==> src/rtl/sequential_multiplier_hs_if.sv <==
// Handshake bundle for sequential_multiplier_hs: operand request channel
// (producer -> multiplier) and result channel (multiplier -> consumer).
// The master modport is the producer/consumer side, slave is the multiplier.
interface sequential_multiplier_hs_if #(
   parameter int BITS = 8
);
   // Request channel
   logic              i_valid;
   logic              o_ready;
   logic              i_signed;
   logic [BITS-1:0]   i_multiplicand;
   logic [BITS-1:0]   i_multiplier;

   // Result channel
   logic              o_valid;
   logic              i_ready;
   logic [2*BITS-1:0] o_product;

   // Status
   logic              o_busy;

   modport master (
      output i_valid,
      output i_signed,
      output i_multiplicand,
      output i_multiplier,
      output i_ready,
      input  o_ready,
      input  o_valid,
      input  o_product,
      input  o_busy
   );

   modport slave (
      input  i_valid,
      input  i_signed,
      input  i_multiplicand,
      input  i_multiplier,
      input  i_ready,
      output o_ready,
      output o_valid,
      output o_product,
      output o_busy
   );
endinterface

==> src/rtl/sequential_multiplier_hs.sv <==
// Shift-and-add multiplier, one multiplier bit per clock, with valid/ready
// handshakes on the operand and result sides. Signed operations are handled
// by multiplying magnitudes and negating the finished product when the
// operand signs differ. The result is held in DONE until the consumer takes
// it; a new operation may be accepted on that same edge.
module sequential_multiplier_hs #(
   parameter  int BITS  = 8,
   localparam int CNT_W = $clog2(BITS) + 1
) (
   input  logic                       i_clock,
   input  logic                       i_reset,
   sequential_multiplier_hs_if.slave  bus
);

   typedef enum logic [1:0] {
      S_IDLE = 2'd0,
      S_RUN  = 2'd1,
      S_DONE = 2'd2
   } state_t;

   state_t            state;
   state_t            state_next;

   // Datapath registers
   logic [2*BITS-1:0] mcand_q;     // multiplicand magnitude, shifted left each RUN cycle
   logic [BITS-1:0]   mplier_q;    // multiplier magnitude, shifted right each RUN cycle
   logic [2*BITS-1:0] acc_q;       // partial-product accumulator
   logic              neg_q;       // result must be negated at the end
   logic [CNT_W-1:0]  cnt_q;       // RUN iteration index, 0..BITS-1
   logic [2*BITS-1:0] product_q;   // registered result presented to the consumer

   // Combinational helpers
   logic [BITS-1:0]   a_mag;
   logic [BITS-1:0]   b_mag;
   logic              neg_in;
   logic [2*BITS-1:0] acc_sum;
   logic              last_iter;
   logic              accept;
   logic              ready;

   // Magnitudes and result sign of the operands currently on the bus; only
   // used on the accept edge. |-2^(BITS-1)| still fits in BITS unsigned bits.
   always_comb begin
      // NOTE: every signal gets a default first so no path leaves it unassigned and infers a latch.
      a_mag  = bus.i_multiplicand;
      b_mag  = bus.i_multiplier;
      neg_in = 1'b0;
      if (bus.i_signed) begin
         if (bus.i_multiplicand[BITS-1]) begin
            a_mag = -bus.i_multiplicand;
         end
         if (bus.i_multiplier[BITS-1]) begin
            b_mag = -bus.i_multiplier;
         end
         neg_in = bus.i_multiplicand[BITS-1] ^ bus.i_multiplier[BITS-1];
      end
   end

   // One shift-and-add step; the adder carry-out beyond 2*BITS is dropped.
   always_comb begin
      acc_sum   = acc_q + (mplier_q[0] ? mcand_q : '0);
      last_iter = (cnt_q == CNT_W'(BITS - 1));
      accept    = bus.i_valid & ready;
   end

   // State register.
   always_ff @(posedge i_clock) begin
      // NOTE: clocked state is always written with non-blocking assignments so every register samples pre-edge values.
      if (i_reset) begin
         state <= S_IDLE;
      end else begin
         state <= state_next;
      end
   end

   // Next-state logic.
   always_comb begin
      state_next = state;
      case (state)
         S_IDLE: begin
            if (accept) begin
               state_next = S_RUN;
            end
         end
         S_RUN: begin
            if (last_iter) begin
               state_next = S_DONE;
            end
         end
         S_DONE: begin
            if (bus.i_ready) begin
               state_next = bus.i_valid ? S_RUN : S_IDLE;
            end
         end
         default: begin
            state_next = S_IDLE;
         end
      endcase
   end

   // Outputs decoded from state; o_ready also looks through i_ready in DONE
   // so a finished result can be retired and a new operation started together.
   always_comb begin
      ready         = (state == S_IDLE) | ((state == S_DONE) & bus.i_ready);
      bus.o_ready   = ready;
      bus.o_valid   = (state == S_DONE);
      bus.o_busy    = (state == S_RUN);
      bus.o_product = product_q;
   end

   // Datapath: load magnitudes on accept, iterate in RUN, publish the signed
   // result on the RUN->DONE edge. o_product is untouched at all other times.
   always_ff @(posedge i_clock) begin
      if (i_reset) begin
         mcand_q   <= '0;
         mplier_q  <= '0;
         acc_q     <= '0;
         neg_q     <= 1'b0;
         cnt_q     <= '0;
         product_q <= '0;
      end else if (accept) begin
         mcand_q  <= {{BITS{1'b0}}, a_mag};
         mplier_q <= b_mag;
         acc_q    <= '0;
         neg_q    <= neg_in;
         cnt_q    <= '0;
      end else if (state == S_RUN) begin
         acc_q    <= acc_sum;
         mcand_q  <= mcand_q << 1;
         mplier_q <= mplier_q >> 1;
         cnt_q    <= cnt_q + CNT_W'(1);
         if (last_iter) begin
            product_q <= neg_q ? -acc_sum : acc_sum;
         end
      end
   end

endmodule

==> src/flat_wrapper.sv <==
// flat-port wrapper written by rule: the top's interface ports become plain ports
module sequential_multiplier_hs_flat 
#(
   parameter  int BITS  = 8,
   localparam int CNT_W = $clog2(BITS) + 1
)
  (i_clock, i_reset, bus_i_valid, bus_i_signed, bus_i_multiplicand, bus_i_multiplier, bus_i_ready, bus_o_ready, bus_o_valid, bus_o_product, bus_o_busy);
  sequential_multiplier_hs_if #(.BITS(BITS)) bus_i ();
  input  logic i_clock;
  input  logic i_reset;
  input wire logic [$bits(bus_i.i_valid)-1:0] bus_i_valid;
  input wire logic [$bits(bus_i.i_signed)-1:0] bus_i_signed;
  input wire logic [$bits(bus_i.i_multiplicand)-1:0] bus_i_multiplicand;
  input wire logic [$bits(bus_i.i_multiplier)-1:0] bus_i_multiplier;
  input wire logic [$bits(bus_i.i_ready)-1:0] bus_i_ready;
  output wire logic [$bits(bus_i.o_ready)-1:0] bus_o_ready;
  output wire logic [$bits(bus_i.o_valid)-1:0] bus_o_valid;
  output wire logic [$bits(bus_i.o_product)-1:0] bus_o_product;
  output wire logic [$bits(bus_i.o_busy)-1:0] bus_o_busy;
  assign bus_i.i_valid = bus_i_valid;
  assign bus_i.i_signed = bus_i_signed;
  assign bus_i.i_multiplicand = bus_i_multiplicand;
  assign bus_i.i_multiplier = bus_i_multiplier;
  assign bus_i.i_ready = bus_i_ready;
  assign bus_o_ready = bus_i.o_ready;
  assign bus_o_valid = bus_i.o_valid;
  assign bus_o_product = bus_i.o_product;
  assign bus_o_busy = bus_i.o_busy;
  sequential_multiplier_hs #(.BITS(BITS)) u_core (.i_clock(i_clock), .i_reset(i_reset), .bus(bus_i));
endmodule
==> config.mk <==
export PLATFORM = sky130hd
export DESIGN_NAME = sequential_multiplier_hs_flat
export DESIGN_NICKNAME = d
export VERILOG_FILES = /design/src/rtl/sequential_multiplier_hs_if.sv /design/src/rtl/sequential_multiplier_hs.sv /design/src/flat_wrapper.sv
export SDC_FILE = /design/constraint.sdc
export NUM_CORES = 1
export LEC_CHECK = 0
export ABC_AREA = 1
export CAP_MARGIN = 20
export CORE_UTILIZATION = 52
export CTS_BUF_LIST = sky130_fd_sc_hd__clkbuf_16
export DETAILED_ROUTE_END_ITERATION = 8
export GPL_ROUTABILITY_DRIVEN = 0
export MAX_ROUTING_LAYER = met4
export PLACE_DENSITY = 0.76
export SKIP_LAST_GASP = 1
export SLEW_MARGIN = 40
export SYNTH_ARGS = -nofsm -noshare
export SYNTH_HDL_FRONTEND = slang
export SYNTH_SLANG_ARGS = --single-unit
==> constraint.sdc <==
create_clock -name i_clock -period 3 [get_ports i_clock]
set_input_delay 0.3 -clock i_clock [delete_from_list [all_inputs] [get_ports i_clock]]
set_output_delay 0.3 -clock i_clock [all_outputs]
set_load 0.05 [all_outputs]
Word-level counts from Yosys, hierarchy flattened

Cells that the tools add are included.

$add $sub $neg: 5
Equality and inequality tests: 6
Multiplexer cells: 16
Bitwise logic cells: 5
Reduce and logical (&&, ||, !) cells: 5

Operators with widths:

| operator                                                                | number |
|---|---|
| 8-bit two-way mux                                                       | 8 |
| 16-bit two-way mux                                                      | 2 |
| 16-bit adder                                                            | 1 |
| 16-bit negation                                                         | 1 |
| 8-bit negation                                                          | 2 |
| 2-bit two-way mux                                                       | 3 |
| 2-bit case mux with 3 select lines                                      | 1 |
| 3-bit AND reduction                                                     | 2 |
| 4-bit by 1-bit adder with 4-bit output, second input constant           | 1 |
| 4-bit by 3-bit equality test with 1-bit output, second input constant   | 1 |
| 2-bit by 1-bit inequality test with 1-bit output, second input constant | 2 |
| 1-bit AND                                                               | 2 |
| 2-bit by 1-bit equality test with 1-bit output, second input constant   | 1 |
| 2-bit equality test, second input constant                              | 1 |
| 2-bit zero test                                                         | 1 |
| 1-bit two-way mux                                                       | 2 |
| 2-bit inequality test, second input constant                            | 1 |
| 2-bit nonzero test                                                      | 1 |
| 2-bit OR reduction                                                      | 1 |
| 1-bit inverter                                                          | 1 |
| 1-bit OR                                                                | 1 |
| 1-bit XOR                                                               | 1 |

Register bits: 63
Bits of input ports: 21
Output and inout port bits: 19

Longest topological paths before layout

Gate-level depths: netlist of the first run.

Depth after elaboration: 6
Depth in mapped cells: 23

Worst setup path before layout of the first run

Ideal clock, no wire load.

Path kind: register to register
Start: reg u_core.mplier_q[0]
End: reg u_core.product_q[14], in the netlist u_core.bus.o_product[14]
Setup time: 0.109 ns
Arrival time: 2.656 ns
Required time: 2.891 ns
Path slack: 0.235 ns
Stages on the path, launching flop included: 20
Buffers on the path: 2
Clock period less this slack: 2.765 ns
Cells stage by stage: dfxtp_1 -> clkbuf_1 -> clkbuf_1 -> nand2_1 -> inv_1 -> ha_1 -> inv_1 -> fa_1 -> ha_1 -> inv_1 -> nor2_1 -> nand2_1 -> nor2_2 -> nand4_2 -> nor2_2 -> nand3_1 -> nand3_1 -> nand3_1 -> nand2_1 -> inv_1

Word-level cells in the longest chain between the ends: 4

Ends and longest elaborated chain:

| item                   | line                            | text |
|---|---|---|
| from (decl)            | sequential_multiplier_hs.sv:26  | `logic [BITS-1:0] mplier_q;` |
| from (signal assigned) | sequential_multiplier_hs.sv:123 | `mplier_q <= b_mag;` |
| from (signal assigned) | sequential_multiplier_hs.sv:130 | `mplier_q <= mplier_q >> 1;` |
| 16-bit two-way mux *   | sequential_multiplier_hs.sv:61  | `acc_sum = acc_q + (mplier_q[0] ? mcand_q : '0);` |
| 16-bit adder *         | sequential_multiplier_hs.sv:61  |  |
| 16-bit negation        | sequential_multiplier_hs.sv:133 | `product_q <= neg_q ? -acc_sum : acc_sum;` |
| 16-bit two-way mux *   | sequential_multiplier_hs.sv:133 |  |
| to (signal assigned)   | sequential_multiplier_hs.sv:133 |  |
| to (decl)              | sequential_multiplier_hs.sv:30  | `logic [2*BITS-1:0] product_q;` |

Mark *: on every way between the ends. The rest lies on a longest branch, timed or not.
A chain may end at the register's enable or synchronous reset.

Worst setup path in the final report of the first run

Start: reg u_core.mcand_q[0]
End: reg u_core.product_q[14], in the netlist u_core.bus.o_product[14]

Word-level cells in the longest chain between the ends: 4

Ends and longest elaborated chain:

| item                   | line                            | text |
|---|---|---|
| from (decl)            | sequential_multiplier_hs.sv:25  | `logic [2*BITS-1:0] mcand_q;` |
| from (signal assigned) | sequential_multiplier_hs.sv:122 | `mcand_q <= {{BITS{1'b0}}, a_mag};` |
| from (signal assigned) | sequential_multiplier_hs.sv:129 | `mcand_q <= mcand_q << 1;` |
| 16-bit two-way mux *   | sequential_multiplier_hs.sv:61  |  |
| 16-bit adder *         | sequential_multiplier_hs.sv:61  |  |
| 16-bit negation        | sequential_multiplier_hs.sv:133 |  |
| 16-bit two-way mux *   | sequential_multiplier_hs.sv:133 |  |

Marked as above.

==> results of run 1 <==
-- cells in the mapped netlist (2+ instances only) --
library cell / n / area [um2]
ha_1: 19 / 238
nand3_2: 5 / 50.1
nand3b_1: 6 / 45.0
o211ai_1: 13 / 97.6
o21ai_2: 2 / 17.5
a21oi_2: 4 / 35.0
nand2_1: 200 / 751
dfxtp_1: 63 / 1260
inv_1: 97 / 364
inv_2: 5 / 18.8
clkbuf_1: 14 / 52.6
nor2_2: 5 / 31.3
a22oi_1: 2 / 15.0
a31oi_1: 13 / 81.3
xor2_1: 8 / 70.1
or2_2: 4 / 25.0
buf_2: 4 / 20.0
nor3_1: 2 / 10.0
nand3_1: 47 / 235
o21bai_1: 3 / 22.5
o21ai_1: 4 / 20.0
and2_1: 3 / 18.8
o21ai_0: 23 / 115
a21oi_1: 42 / 210
nand4_1: 4 / 25.0
nand2_2: 17 / 106
nor2_1: 45 / 169
-- worst reg2reg max path: stages (launching register included) --
cell and delay, ns:
dfxtp_1 0.35, nand2_1 0.07, inv_1 0.06, ha_1 0.20
inv_1 0.07, fa_1 0.39, inv_1 0.12, nand2_1 0.09
and2_1 0.18, nor2_1 0.09, nand2_1 0.08, nor2_2 0.13
nand4_2 0.13, nor2_2 0.12, nand3_1 0.10, nand3_1 0.08
nand3_1 0.08, nand2_1 0.07, inv_1 0.04
-- through the flow --
stage	total power [W]	setup WS, ns	utilization	cell area, um2	cells
final	0.00223	0.458	0.643	4990	809
after global placement	0.00125	0.573	0.606	4710	793
after global routing	0.00233	0.117	0.643	4990	809
after floorplan	0.00115	0.235	-	4220	665
after CTS	0.00224	0.467	0.643	4990	809
after detailed placement	0.00126	0.493	0.606	4710	793
-- path summary, 6_finish.rpt --
kind                                              start                       end  slack [ns]  cells past startpoint
worst min register to register  u_core.bus.o_product[0]   u_core.bus.o_product[0]        0.46                      2
worst max register to register        u_core.mcand_q[0]  u_core.bus.o_product[14]        0.46                     18
worst max-delay path                  u_core.mcand_q[0]  u_core.bus.o_product[14]        0.46                     18
worst min-delay path            u_core.bus.o_product[0]   u_core.bus.o_product[0]        0.46                      2
-- metal layers --
layer  GRT usage  vias to the layer above  part of all wire
met4       0.151                        0             0.044
li1            -                     2199                 -
met3      0.0655                       37             0.045
met2       0.449                      116              0.47
met1       0.302                     1914              0.44
met5           -                        -                 0
-- flip-flops by register name, summed over array words and instances, names as in the netlist --
signal,flops
u_core.cnt_q,4
u_core.mplier_q,8
u_core.neg_q,1
u_core.state,2
u_core.mcand_q,16
u_core.bus.o_product,16
u_core.acc_q,16
-- cell families (layout without fill, tap and decap cells) --
group,after synthesis,count (layout),synth area share
AO/OA/AOI/OAI,110,110,0.153
XOR/XNOR,9,9,0.0205
adder cells (fa/ha/maj),20,20,0.0611
buffers and inverters,122,164,0.110
flip-flops,63,63,0.299
AND/OR/NAND/NOR,341,341,0.356
-- power by group through the flow --
stage	clock, W	sequential, W	combinational (W)
after floorplan	0	0.000900	0.000249
final	0.000988	0.000892	0.000350
after detailed placement	0	0.000908	0.000347
after global routing	0.00104	0.000895	0.000393
after global placement	0	0.000907	0.000340
after CTS	0.00100	0.000891	0.000349
-- area by class of cell --
| type | instances | share of cell area |
|---|---|---|
| inverters | 103 | 0.0774 |
| multi-input cells | 480 | 0.501 |
| clock buffers | 9 | 0.0451 |
| flip-flops and latches | 63 | 0.253 |
| well taps | 102 | 0.0256 |
| clock inverters | 7 | 0.0115 |
| repair buffers | 45 | 0.0872 |
==> summary.txt, run 1 <==
Status = complete, no violations
Setup Buffers After CTS = 0
Combinational share of power = 0.157
CTS H-Tree Depth = 3
CTS root buf = clkbuf_16
Crit-path max FO = 4
Routed Antenna Nets = 0
Synth warnings = 0
Row Count = 32
Initial antenna violation count = 0
Worst-Skew Late Latency = 0.33 ns
Achievable frequency = 393 MHz
Clock share of power = 0.443
Count of state elements after synthesis = 63
Setup Viol. Count Final = 0
Synth async-reset ratio = 0
Worst Setup End Kind = flip-flop
Nets = 743
Clk buf depth = 2
Die Span X = 92.1 um
Commonest non-fill, non-tap cell in the layout = nand2_1
Slew HR = 0.648
Peak supply drop = 0.272 mV
PwrDens = 447 mW/mm2
First-pass GRT wire length = 17900 um
Num CTS Buffers = 9
TritonRoute pass-1 iters = 4
Max stage delay on crit path = 0.39 ns
Most frequent cells in the layout = 200 x nand2_1, 100 x inv_1, 63 x dfxtp_1
Final period utilization = 0.847
Die Ht = 92.1 um
Final Hold Viols = 0
Reg area = 0.00126 mm2
Max-Cap Viols = 0
Predominant post-synthesis flop cell = dfxtp_1
Hold slack = 0.458 ns
Leakage power = 2.46 nW
Switching Fraction = 0.273
Diode count = 0
CP max-delay cell = fa_1
Synth Area per Inst = 6.34 um2
CORE AREA = 0.00777 mm2
Worst-margin pin slew = 0.528 ns
Clock skew = 0.00448 ns
Filler instances = 702
Clock Pin Slew Worst Setup and Hold Paths = 0.05 ns
Multi-input logic area = 0.00250 mm2
# IOs = 40
Layout cells sized above 1 = 0.0919
Port-buffer cells = 39
Top delay family on crit path = simple AND/OR/NAND/NOR gates
Sw power = 0.000609 W
Vias per cell = 5.27
Drt wl/cell = 12.8 um
Worst hold path type = flip-flop to flip-flop
Mapped Nets = 706
Post-Synthesis Cells = 665
Sum Neg Setup Slack = 0 ns
Sequential power share = 0.400
EDFF count, synth = 0
Die Area = 0.00847 mm2
Total gr overflow = 0
RSZ-0062 raised after global routing = false
# hold bufs at CTS = 0
Sequential element share of the synthesized area = 0.299
DR iter-0 viols = 217
Post-Syn Area = 0.00422 mm2
Worst Setup Start Kind = flip-flop
Worst endpoint data arrival time = 2.78 ns
WP data required = 3.23 ns
Area growth syn-to-layout = 18.4%
Worst Path Buf+Inv = 4
Tot GR Track Use = 0.272
Synth cell types = 38
Min Clock Period, post-route = 2.54 ns
Drc violations = 0
Crit Path Category = flip-flop to flip-flop
Final-report max-slew violation count = 0
Largest net degree at the start of global routing = 39
Internal = 0.00162 W
Vias in the first global route = 4116
Detailed-route via count = 4266
Clock sinks = 63
DP Wirelength = 7870 um
Cts repair resizes = 0
Routed Wire Length = 10300 um
Critical-path cell list = nand2_1 > inv_1 > ha_1 > inv_1 > fa_1 > inv_1 > nand2_1 > and2_1 > nor2_1 > nand2_1 > nor2_2 > nand4_2 > nor2_2 > nand3_1 > nand3_1 > nand3_1 > nand2_1 > inv_1
Initial Util = 0.543
CTS tree = done
Power figures use the tool's default switching activity.
==> run 2: changes to the inputs <==
- clock period: 3 -> 2.09 ns (I/O delays scaled with it)
==> run 2 against run 1 <==
Register-to-register slack worse by 1.1 ns. Clock skew is 0.0055 ns higher. Final area grew 28%. Sequential share of layout area down 5.5 points. Worst setup slack got worse by 1.1 ns. The flow now finishes with violations (negative setup slack). Utilization grew 18 points. Maximum frequency fell by 7.2%. Largest cell class unchanged.
==> summary.txt, run 2 (synthesis results as in run 1) <==
Placed cell areas = 0.00530 mm2
Final-report max-slew violation count = 0
Filler instances = 423
Die Span X = 92.1 um
DP Wirelength = 9020 um
Detailed-route via count = 5384
Reg area = 0.00126 mm2
WP data required = 2.33 ns
Failing checks = negative setup slack
PwrDens = 542 mW/mm2
Max-Cap Viols = 0
Die Area = 0.00847 mm2
Sequential power share = 0.369
Final period utilization = 1.31
Routed Wire Length = 17000 um
Initial antenna violation count = 0
Crit-path max FO = 6
Tot GR Track Use = 0.331
Die Ht = 92.1 um
Hold slack = 0.459 ns
Clk buf depth = 2
Total gr overflow = 0
Multi-input logic area = 0.00315 mm2
Min Clock Period, post-route = 2.74 ns
Area growth syn-to-layout = 52.1%
Internal = 0.00241 W
CTS H-Tree Depth = 3
Final Hold Viols = 0
Worst hold path type = flip-flop to flip-flop
Setup Viol. Count Final = 25
Row Count = 32
Combinational share of power = 0.249
Leakage power = 3.05 nW
Drt wl/cell = 19.0 um
Hold Crit Depth = 2
Drc violations = 0
# hold bufs at CTS = 0
Peak supply drop = 0.442 mV
Routed Antenna Nets = 0
CTS root buf = clkbuf_16
Clock skew = 0.0100 ns
First-pass GRT wire length = 21600 um
Cells on worst reg2reg path = 18
Vias per cell = 5.99
Crit Path Category = flip-flop to flip-flop
Hold Startpoint = u_core.mcand_q[15]
Slew HR = 0.589
TritonRoute pass-1 iters = 6
# IOs = 40
Hold endpoint = u_core.mcand_q[15]
Worst Setup Start Kind = flip-flop
Largest net degree at the start of global routing = 52
CP startpoint = u_core.mplier_q[0]
Clock share of power = 0.382
R2R setup slack = -0.65 ns
DR iter-0 viols = 556
Initial Util = 0.543
Nets = 834
Port-buffer cells = 39
Worst reg2reg endpoint = u_core.bus.o_product[14]
Status = complete, but fails checks
Achievable frequency = 365 MHz
Worst-Skew Late Latency = 0.34 ns
Worst setup margin = -0.648 ns
Num CTS Buffers = 9
Most frequent cells in the layout = 150 x nand2_1, 82 x buf_4, 80 x inv_1
CORE AREA = 0.00777 mm2
Clock Pin Slew Worst Setup and Hold Paths = 0.05 ns
Worst-margin pin slew = 0.617 ns
Vias in the first global route = 4756
Diode count = 0
Worst endpoint data arrival time = 2.98 ns
Commonest non-fill, non-tap cell in the layout = nand2_1
Layout cells sized above 1 = 0.336
Switching Fraction = 0.308
Clock sinks = 63
Finished layout cell area = 0.00641 mm2
CTS tree = done
Worst r2r src = u_core.mplier_q[0]
RSZ-0062 raised after global routing = true
Sw power = 0.00107 W
Worst Setup End Kind = flip-flop
run 2: stage by stage:
step | cells | total power [W] | setup WS, ns | setup TNS (ns) | utilization
final | 899 | 0.00348 | -0.648 | -8.83 | 0.826
after global routing | 899 | 0.00358 | -0.746 | -10.80 | 0.826
after CTS | 882 | 0.00327 | -0.294 | -2.54 | 0.755
after detailed placement | 861 | 0.00192 | -0.383 | -4.60 | 0.683
after global placement | 861 | 0.00190 | -0.300 | -3.36 | 0.683
after floorplan | 665 | 0.00166 | -0.371 | -2.96 | -
run 2: timing repair:
item,4_1_cts,5_1_grt
endpoints found under the setup margin,19,24
resized for setup,58,98
cloned,0,1
setup buffers,7,21
hold endpoints to repair,0,0
pin swaps,23,57
run 2: cell type report:
| type | count | area share |
|---|---|---|
| Clock inverter | 6 | 0.00468 |
| Multi-Input combinational cell | 480 | 0.490 |
| Sequential cell | 63 | 0.197 |
| Tap cell | 102 | 0.0199 |
| Clock buffer | 9 | 0.0351 |
| Inverter | 103 | 0.0615 |
| Timing Repair Buffer | 136 | 0.191 |
run 2: how the worst max path moves through the flow:
stage | endpoint | slack [ns] | cells after the start
after CTS | u_core.bus.o_product[14] | -0.29 | 17
after detailed placement | u_core.bus.o_product[10] | -0.38 | 15
after global routing | u_core.bus.o_product[14] | -0.75 | 18
final | u_core.bus.o_product[14] | -0.65 | 18
after floorplan | u_core.bus.o_product[9] | -0.37 | 18
after global placement | u_core.acc_q[15] | -0.30 | 16
run 2: metal layers:
layer  wire, um  up-vias  GRT usage
li1           -     2391          -
met1       6130     2489      0.360
met2       8200      397      0.580
met3       1620      107     0.0564
met4       1090        0      0.169
met5          0        -          -
run 2: power groups by stage:
stage	registers, W	clock network (W)	logic (W)
detailed placement	0.00130	0	0.000620
CTS	0.00128	0.00132	0.000676
global route	0.00128	0.00137	0.000921
global placement	0.00130	0	0.000604
floorplan	0.00129	0	0.000369
finish	0.00128	0.00133	0.000868
run 2: worst max-delay path, cell delays in order, from the launching register on:
cell and delay (ns):
dfxtp_4 0.37, buf_4 0.14, clkbuf_16 0.14, nand2_1 0.06, inv_1 0.11, ha_4 0.21, buf_4 0.15, inv_1 0.10
o21bai_1 0.12, a21oi_1 0.33, nand2_1 0.15, nand2_1 0.12, nand2_2 0.11, nor2_1 0.17, nand3_2 0.11, nand3_1 0.07
nand3_1 0.07, nand2_1 0.07, inv_1 0.03
==> run 3: changes to the inputs <==
--- a/config.mk
+++ b/config.mk
@@ -7,5 +7,4 @@
 export LEC_CHECK = 0
 export ABC_AREA = 1
-export CAP_MARGIN = 20
 export CORE_UTILIZATION = 52
 export CTS_BUF_LIST = sky130_fd_sc_hd__clkbuf_16
@@ -19,2 +18,3 @@
 export SYNTH_HDL_FRONTEND = slang
 export SYNTH_SLANG_ARGS = --single-unit
+export TNS_END_PERCENT = 1
==> constraint.sdc (replaced) <==
create_clock -name i_clock -period 2.09 [get_ports i_clock]
set_input_delay 0.209 -clock i_clock [delete_from_list [all_inputs] [get_ports i_clock]]
set_output_delay 0.209 -clock i_clock [all_outputs]
set_load 0.005 [all_outputs]
==> run 3 against run 2 <==
The flow still finishes with violations (negative setup slack). Clock-buffer cell count unchanged. Non-clock buffer count down 26. Combinational power is 22% lower. Via count down 13%. Global-route usage down 3.3 points. Utilization shrank 9.8 points. Final area decreased by 12%. Final cell count down 2.8%. Critical endpoint unchanged. Sequential share of layout area is 2.6 points higher.
==> summary.txt, run 3 (synthesis results as in run 1) <==
Worst Path Buf+Inv = 4
TritonRoute pass-1 iters = 6
Inst Count DP = 855
Routed Antenna Nets = 0
Diode count = 0
Crit Path Category = flip-flop to flip-flop
CTS tree = done
Commonest non-fill, non-tap cell in the layout = nand2_1
Worst Setup End Kind = flip-flop
Clock Pin Slew Worst Setup and Hold Paths = 0.06 ns
CTS root buf = clkbuf_16
# IOs = 40
Nets = 808
Finished layout cell area = 0.00565 mm2
Max stage delay on crit path = 0.61 ns
Sum Neg Setup Slack = -4.77 ns
Die Span X = 92.1 um
Vias per cell = 5.33
Peak supply drop = 0.381 mV
Row Count = 32
CORE AREA = 0.00777 mm2
Area growth syn-to-layout = 34.1%
Num CTS Buffers = 9
Slew HR = 0.748
Die Area = 0.00847 mm2
Placed cell areas = 0.00519 mm2
Worst hold path type = flip-flop to flip-flop
DR iter-0 viols = 202
CP max-delay cell = fa_2
Most frequent cells in the layout = 191 x nand2_1, 93 x inv_1, 70 x buf_4
Final period utilization = 1.20
Clock sinks = 63
# hold bufs at CTS = 0
PwrDens = 587 mW/mm2
RSZ-0062 raised after global routing = true
Top delay family on crit path = simple AND/OR/NAND/NOR gates
First-pass GRT wire length = 19600 um
WP data required = 2.38 ns
Die Ht = 92.1 um
Worst-margin pin slew = 0.378 ns
Initial antenna violation count = 0
Critical-path cell list = nand2_2 > inv_2 > ha_4 > inv_4 > fa_2 > ha_4 > inv_2 > nor2_1 > nand2_1 > nor2_4 > nand4_4 > nor2_4 > nand3_2 > nand2_1 > nand2_1 > nand3_2 > nand2_1 > inv_1
Largest net degree at the start of global routing = 33
Total gr overflow = 0
Crit-path max FO = 3
Worst Setup Start Kind = flip-flop
Reg area = 0.00126 mm2
Detailed-route via count = 4658
DP Wirelength = 8720 um
Final-report max-slew violation count = 0
Clock skew = 0.00576 ns
Setup Viol. Count Final = 20
Worst-Skew Late Latency = 0.34 ns
Worst setup margin = -0.413 ns
Failing checks = negative setup slack
CTS H-Tree Depth = 3
Final Hold Viols = 0
Filler instances = 619
Initial Util = 0.543
Routed Wire Length = 11700 um
Multi-input logic area = 0.00266 mm2
Worst endpoint data arrival time = 2.79 ns
Achievable frequency = 399 MHz
Layout cells sized above 1 = 0.214
Vias in the first global route = 4525
Port-buffer cells = 39
Tot GR Track Use = 0.298
Max-Cap Viols = 0
Clk buf depth = 2
Cell mode on critical path = nand2_1
Min Clock Period, post-route = 2.50 ns
Fin cells = 874
Drc violations = 0
Status = complete, but fails checks
Leakage power = 2.77 nW
Post-place setup slack = -0.375 ns
Drt wl/cell = 13.4 um
==> run 3: worst reg2reg max path: cells and delay by family (launching register included) <==
kind                     cells  cell delay [ns]
buffers and inverters        4             0.19
AND/OR/NAND/NOR             11             1.01
adder cells (fa/ha/maj)      3             0.90
flip-flops                   1             0.35
==> run 3: report_power, final <==
| group | total, W | internal, W | switching [W] |
|---|---|---|---|
| logic | 0.000677 | 0.000297 | 0.000380 |
| clock network | 0.00137 | 0.000800 | 0.000568 |
| registers | 0.00127 | 0.00125 | 0.0000273 |
==> run 3: area by class of cell <==
class | count | share of cell area
multi-input cells | 480 | 0.471
flip-flops and latches | 63 | 0.224
repair buffers | 110 | 0.166
inverters | 103 | 0.0688
clock buffers | 9 | 0.0398
well taps | 102 | 0.0226
clock inverters | 7 | 0.00885
==> run 3: repair_timing <==
| action | 4_1_cts | 5_1_grt |
|---|---|---|
| resized for setup | 4 | 36 |
| setup buffers | 0 | 3 |
| setup endpoints to repair | 20 | 24 |
| pin swaps | 1 | 16 |
==> run 3: through the flow <==
step / utilization / power [W] / hold slack (ns)
floorplan: - / 0.00164 / 0.354
global placement: 0.668 / 0.00188 / 0.450
detailed placement: 0.668 / 0.00190 / 0.456
CTS: 0.707 / 0.00327 / 0.463
global route: 0.728 / 0.00347 / 0.483
finish: 0.728 / 0.00332 / 0.462
==> run 3: path summary, 6_finish.rpt <==
check | start | slack [ns] | depth (start not counted) | end
worst max register to register | u_core.mplier_q[0] | -0.41 | 18 | u_core.bus.o_product[14]
worst min-delay path | u_core.bus.o_product[0] | 0.46 | 2 | u_core.bus.o_product[0]
worst min register to register | u_core.bus.o_product[0] | 0.46 | 2 | u_core.bus.o_product[0]
worst max-delay path | u_core.mplier_q[0] | -0.41 | 18 | u_core.bus.o_product[14]
==> run 3: per-layer routing <==
layer | part of all wire | up-vias | GRT usage | routed length (um)
li1 | - | 2340 | - | -
met2 | 0.52 | 126 | 0.542 | 6020
met5 | 0 | - | - | 0
met4 | 0.039 | 0 | 0.155 | 451
met1 | 0.41 | 2143 | 0.307 | 4800
met3 | 0.036 | 49 | 0.0481 | 421
